$ cat config.mk
export PLATFORM = sky130hd
export DESIGN_NAME = uart_tx_prescaled
export DESIGN_NICKNAME = d
export VERILOG_FILES = /design/src/rtl/uart_tx_prescaled.sv
export SDC_FILE = /design/constraint.sdc
export NUM_CORES = 1
export LEC_CHECK = 0
export ABC_AREA = 1
export CORE_MARGIN = 1.5
export CORE_UTILIZATION = 40
export DETAILED_ROUTE_END_ITERATION = 10
export SETUP_SLACK_MARGIN = 0.3
export SLEW_MARGIN = 15
export SYNTH_ARGS = -nofsm -noshare
export SYNTH_HDL_FRONTEND = slang
export SYNTH_SLANG_ARGS = --single-unit
$ cat constraint.sdc
create_clock -name clk -period 1.8 [get_ports clk]
set_input_delay 0.27 -clock clk [delete_from_list [all_inputs] [get_ports clk]]
set_output_delay 0.27 -clock clk [all_outputs]
set_load 0.01 [all_outputs]
$ cat src/rtl/uart_tx_prescaled.sv
// Serial transmitter with a per-frame prescale: start bit, 8 data bits LSB first,
// optional even/odd parity, one stop bit; all request fields captured at acceptance.
module uart_tx_prescaled (
   input  logic       clk,
   input  logic       rst,
   input  logic [7:0] P_DATA,
   input  logic       Data_Valid,
   input  logic       PAR_EN,
   input  logic       PAR_TYP,
   input  logic [5:0] Prescale,
   output logic       TX_OUT,
   output logic       busy
);

   typedef enum logic [2:0] {
      IDLE,
      START,
      DATA,
      PARITY,
      STOP
   } state_t;

   state_t     state;
   logic [5:0] edge_cnt;
   logic [3:0] bit_cnt;
   logic [7:0] data_reg;
   logic       par_en_reg;
   logic       par_typ_reg;
   logic [5:0] prescale_reg;

   logic [5:0] eff_prescale;
   logic       bit_end;
   logic       parity_bit;
   logic [2:0] next_idx;

   // Prescale 0 and 1 cannot form a usable bit period, so both stretch to 2.
   assign eff_prescale = (Prescale < 6'd2) ? 6'd2 : Prescale;
   assign bit_end      = (edge_cnt == (prescale_reg - 6'd1));
   assign parity_bit   = (^data_reg) ^ par_typ_reg;
   assign next_idx     = bit_cnt[2:0] + 3'd1;

   always_ff @(posedge clk) begin
      if (rst) begin
         state        <= IDLE;
         edge_cnt     <= 6'd0;
         bit_cnt      <= 4'd0;
         data_reg     <= 8'd0;
         par_en_reg   <= 1'b0;
         par_typ_reg  <= 1'b0;
         prescale_reg <= 6'd0;
         TX_OUT       <= 1'b1;
         busy         <= 1'b0;
      end else begin
         case (state)
            IDLE: begin
               edge_cnt <= 6'd0;
               bit_cnt  <= 4'd0;
               TX_OUT   <= 1'b1;
               busy     <= 1'b0;
               if (Data_Valid) begin
                  data_reg     <= P_DATA;
                  par_en_reg   <= PAR_EN;
                  par_typ_reg  <= PAR_TYP;
                  prescale_reg <= eff_prescale;
                  state        <= START;
                  TX_OUT       <= 1'b0;
                  busy         <= 1'b1;
               end
            end

            START: begin
               if (bit_end) begin
                  edge_cnt <= 6'd0;
                  state    <= DATA;
                  TX_OUT   <= data_reg[0];
               end else begin
                  edge_cnt <= edge_cnt + 6'd1;
               end
            end

            // The line is loaded one bit ahead, so TX_OUT changes on the wrap edge.
            DATA: begin
               if (bit_end) begin
                  edge_cnt <= 6'd0;
                  if (bit_cnt == 4'd7) begin
                     bit_cnt <= 4'd0;
                     if (par_en_reg) begin
                        state  <= PARITY;
                        TX_OUT <= parity_bit;
                     end else begin
                        state  <= STOP;
                        TX_OUT <= 1'b1;
                     end
                  end else begin
                     bit_cnt <= bit_cnt + 4'd1;
                     TX_OUT  <= data_reg[next_idx];
                  end
               end else begin
                  edge_cnt <= edge_cnt + 6'd1;
               end
            end

            PARITY: begin
               if (bit_end) begin
                  edge_cnt <= 6'd0;
                  state    <= STOP;
                  TX_OUT   <= 1'b1;
               end else begin
                  edge_cnt <= edge_cnt + 6'd1;
               end
            end

            STOP: begin
               if (bit_end) begin
                  edge_cnt <= 6'd0;
                  bit_cnt  <= 4'd0;
                  state    <= IDLE;
                  TX_OUT   <= 1'b1;
                  busy     <= 1'b0;
               end else begin
                  edge_cnt <= edge_cnt + 6'd1;
               end
            end

            default: begin
               state    <= IDLE;
               edge_cnt <= 6'd0;
               bit_cnt  <= 4'd0;
               TX_OUT   <= 1'b1;
               busy     <= 1'b0;
            end
         endcase
      end
   end

endmodule

# == Yosys cells after proc, flatten, opt, wreduce, memory -nomap -nowiden ==
# Cells that the tools add are included.
# totals
output_inout_bits,2
ff_bits,31
in_bits,19
# op_classes
n_lt_le_gt_ge,2
n_reduce_logical,12
mux,25
add_sub_neg,4
eq_ne,13
bitwise_logic,4
# op_table
cell,count
$mux W3,7
$pmux W3 S5,1
$mux W4,3
$ne A2 B2 Y1 const B,6
$pmux W4 S3,1
$mux W1,9
$reduce_xor A8 Y1,1
$add A6 B1 Y6 const B,1
$eq A3 B2 Y1 const B,2
$eq A6 B6 Y1,1
$lt A6 B2 Y1 const B,1
$mux W6,1
$reduce_and A3 Y1,2
$reduce_and A6 Y1,1
$reduce_or A3 Y1,2
$sub A6 B1 Y6 const B,1
$add A4 B1 Y4 const B,1
$eq A4 B3 Y1 const B,1
$lt A3 B4 Y1 const B,1
$pmux W1 S4,1
$reduce_and A2 Y1,2
$reduce_or A2 Y1,2
$reduce_or A4 Y1,1
$add A3 B1 Y3 const B,1
8 further kinds,10

# == Longest topological paths before layout ==
# depth
word_depth,6
ltp_mapped,14

# == Least setup slack after synthesis ==
# No wires, ideal clock.
# synth_timing
kind,reg2reg
from,register prescale_reg[0]
to,register state[0]
arrival_time_ps,1470
synth_period_minus_slack_ps,1585
setup_time_ps,116
setup_slack_ps,215
path_buffers,0
stages_incl_launch_ff,14
path_cell_list,dfxtp_1 inv_1 ha_1 inv_1 nand2_1 nand2_1 nor2_1 nand2_1 nor2_2 nand3_2 nand2_1 nand2_2 o21ai_0 nor2_1
# synth_via
elab_chain_cells,4
word_cells_on_any_way,7
# synth_rtl
element,line,rtl
start: declaration,29,logic [5:0] prescale_reg;
start signal: assignment,64,prescale_reg <= eff_prescale;
$sub A6 B1 Y6 *,38,assign bit_end = (edge_cnt == (prescale_reg - 6'd1));
$eq A6 B6 Y1 *,38,
$ne A2 B2 Y1 (no source line),--,
$reduce_and A6 Y1 (no source line) *,--,
end signal: assignment,44,state <= IDLE;
end signal: assignment,65,state <= START;
end signal: assignment,74,state <= DATA;
end: declaration,23,state_t state;
# Every way passes the cells marked *; elsewhere a longest branch is shown, timed or not.
# A chain may end at the register's enable or synchronous reset.

# == Final worst setup path ==
# layout_timing
from,register prescale_reg[0]
to,register TX_OUT
# layout_via
elab_chain_cells,4
word_cells_on_any_way,6
# layout_rtl
element,line,rtl
$sub A6 B1 Y6 *,38,
$eq A6 B6 Y1 *,38,
$ne A2 B2 Y1 (no source line) or $ne A2 B1 Y1 (tied branches),--,
$reduce_and A3 Y1 (no source line) *,--,
end signal: assignment,75,TX_OUT <= data_reg[0];
end signal: assignment,89,TX_OUT <= parity_bit;
end signal: assignment,96,TX_OUT <= data_reg[next_idx];
end: declaration,11,"output logic TX_OUT,"
# Marked as above.

==> impl_results.md <==
- Clock buffer count from CTS: 5
- Post-synthesis register bit count: 31
- Post-Syn Area: 0.00179 mm^2
- Syn avg cell area: 6.54 um^2
- Global-route usage over all layers: 18.6%
- Leak Pwr: 1.01 nW
- Netlist cell types: 30
- Worst slack, placed: 143 ps
- Worst-margin pin slew: 349 ps
- Root buffer cell: clkbuf_8
- Dominant cell type by area after synthesis: dfxtp_1
- GR Util met3: 4.76%
- Area contributors post-synth: dfxtp_1, nand2_1, nor2_1, inv_1, o21ai_0
- Crit end category: flip-flop
- Final worst clock skew: 5.41 ps
- CP max-delay cell: dfxtp_2
- Gp weighted congestion: 0.836
- Hold Buf Count CTS: 0
- Crit Path Max Fanout: 7
- IO Count: 21
- Hold Vio Cnt, Final: 0
- Outcome: finished clean
- Met1 Use GR: 23.9%
- Initial cell density of the core: 41.4%
- Nets@finish: 324
- Post-synthesis async set-or-reset flop share: 0%
- Synth Area in Simple Gates: 32.6%
- N_diodes: 0
- Number of flops mapped to enable cells by yosys: 0
- Avg WL per Cell: 11.4 um
- CTS tree: done
- Die width: 69.9 um
- CTS max path bufs: 2
- Final instance area: 0.00227 mm^2
- Clock Latency Late Sink: 280 ps
- Largest net degree at the start of global routing: 27
- Largest family of logic cells by synthesized area: simple AND/OR/NAND/NOR gates
- Worst setup path category: reg2reg
- Final hold slack: 460 ps
- # setup viols final: 0
- Post-synthesis xor/xnor area fraction: 5.38%
- Num Clock Sinks: 31
- IO Port Bufs: 20
- Top cells by count, synth: nand2_1, nor2_1, inv_1
- Share of layout cells above drive strength 1: 15.5%
- Antenna violations before repair: 0
- VDD IR max: 675 uV
- PD cells: 1600 mW/mm^2
- Routed Antenna Nets: 0
- Top-count cell post-synth: nand2_1
- Placement Cell Area: 0.00207 mm^2
- Worst-path cell chain: inv_4 > ha_4 > inv_2 > nand2_1 > nand2_1 > nor2_1 > nand2_1 > nor2_2 > nand3_4 > nand2_4 > inv_4 > nand2_8 > nor2_4 > a21oi_1
- Mux share of post-synthesis cell area: 0%
- Chip Height: 69.9 um
- Max incr delay on CP: 350 ps
- Total gr overflow: 0
- CP required: 2020 ps
- Synthesis Warnings: 0
- Min Tclk post-route: 1630 ps
- Pins Over Slew Limit: 0
- Syn Nets: 296
- DP Cell Count: 345
- Core area: 0.00432 mm^2
- GR Util met2: 29.7%
- Worst setup margin: 174 ps
- Synth top area share: 34.6%
- CP dominant cell by count: nand2_1
- Max reg flops: 8
- Synth Instances: 274
- Vias in the first global route: 1636
- DP HPWL: 3040 um
- Routed WL: 4040 um
- H-Tree Depth: 2
- Peak Freq: 0.615 GHz
- Syn-to-layout area delta: 26.9%
- Unrepaired setup endpoints after global routing: true
- Period utilization: 90.3%
- Cell Rows: 24
- Final TNS setup: 0 ps
- Max-Cap Viols: 0
- Number of DRC markers in iteration 0: 67
- DRC viols: 0
- CP arrival: 1840 ps
- Relative slew slack: 76.5%
- Worst-path clk slew: 60 ps
- Most Used Layer, Global Route: met2
- Startpoint types: flip-flop
- Seq/Total Area, Yosys: 34.6%
- Drt pass-1 iters: 4
- First-pass GRT wire length: 7220 um
- Die Area: 0.00489 mm^2
- Avg Vias per Cell: 4.81
- Post-route insts no fill: 355
- Via count: 1708
- Synth Area in Compound Gates: 13.7%
- Post-synthesis adder-cell area fraction: 2.09%
- Hold Path Class: reg2reg
- Commonest register cell after synthesis: dfxtp_1
[final cells by class]
| type | instances | area [um^2] |
|---|---|---|
| flip-flops and latches | 31 | 623 |
| clock buffers | 7 | 76.3 |
| inverters | 46 | 183 |
| clock inverters | 1 | 5.00 |
| repair buffers | 26 | 245 |
| fillers | 442 | 2050 |
| multi-input cells | 192 | 1080 |
| well taps | 52 | 65.1 |
[power breakdown]
group	internal (mW)	total [mW]	switching [mW]	leakage (nW)
clock network	0.271	0.531	0.260	0.0422
registers	0.893	1.10	0.211	0.256
logic	0.773	2.01	1.23	0.707
total	1.94	3.64	1.70	1.01
[layout by cell type (no fill, tap or decap), types with 6 or more instances in the layout]
master and instances:
a21oi_1 20, buf_4 6, clkdlybuf4s50_1 20, dfxtp_1 29, inv_1 37, nand2_1 56
nand3_1 13, nor2_1 33, nor2_4 6, o21ai_0 18, xor2_1 7
[worst max-delay path: cells and delay by family (launching register included)]
family / cells / cell delay [ps]
simple gates: 9 / 720
flops: 1 / 350
fa+ha+maj: 1 / 250
buf+inv: 3 / 130
compound gates: 1 / 100
[metal layers]
layer  wire, um  share of wire, %  up-vias
li1           -                 -      923
met1       1910                47      744
met2       1870                46       34
met3        212               5.3        7
met4         53               1.3        0
met5          0                 0        -
[kinds of logic (layout without fill, tap and decap cells)]
group	count (synthesis)	after routing
AO/OA/AOI/OAI	47	47
buffers and inverters	51	80
flip-flops	31	31
XOR/XNOR	11	11
AND/OR/NAND/NOR	131	131
adder cells (fa/ha/maj)	3	3
[metrics by stage]
stage,utilization (%),total power [mW]
global placement,48.0,2.87
CTS,51.1,3.54
floorplan,-,2.48
detailed placement,48.0,2.88
global route,52.6,4.03
finish,52.6,3.64
[repair_timing]
item | 4_1_cts | 5_1_grt
pin swaps | 18 | 9
endpoints found under the setup margin | 15 | 28
resized for setup | 11 | 21
buffers inserted | 2 | 0
[path summary, 6_finish.rpt]
kind                                                   start                  end  slack (ps)  cells after the start
worst max-delay path            prescale_reg[0]$_SDFFE_PP0P_  TX_OUT$_SDFFE_PP1P_         170                     14
worst min-delay path                       busy$_SDFFE_PP0P_    busy$_SDFFE_PP0P_         460                      2
worst max register to register  prescale_reg[0]$_SDFFE_PP0P_  TX_OUT$_SDFFE_PP1P_         170                     14
worst min register to register             busy$_SDFFE_PP0P_    busy$_SDFFE_PP0P_         460                      2
(Power assumes the default switching activity.)
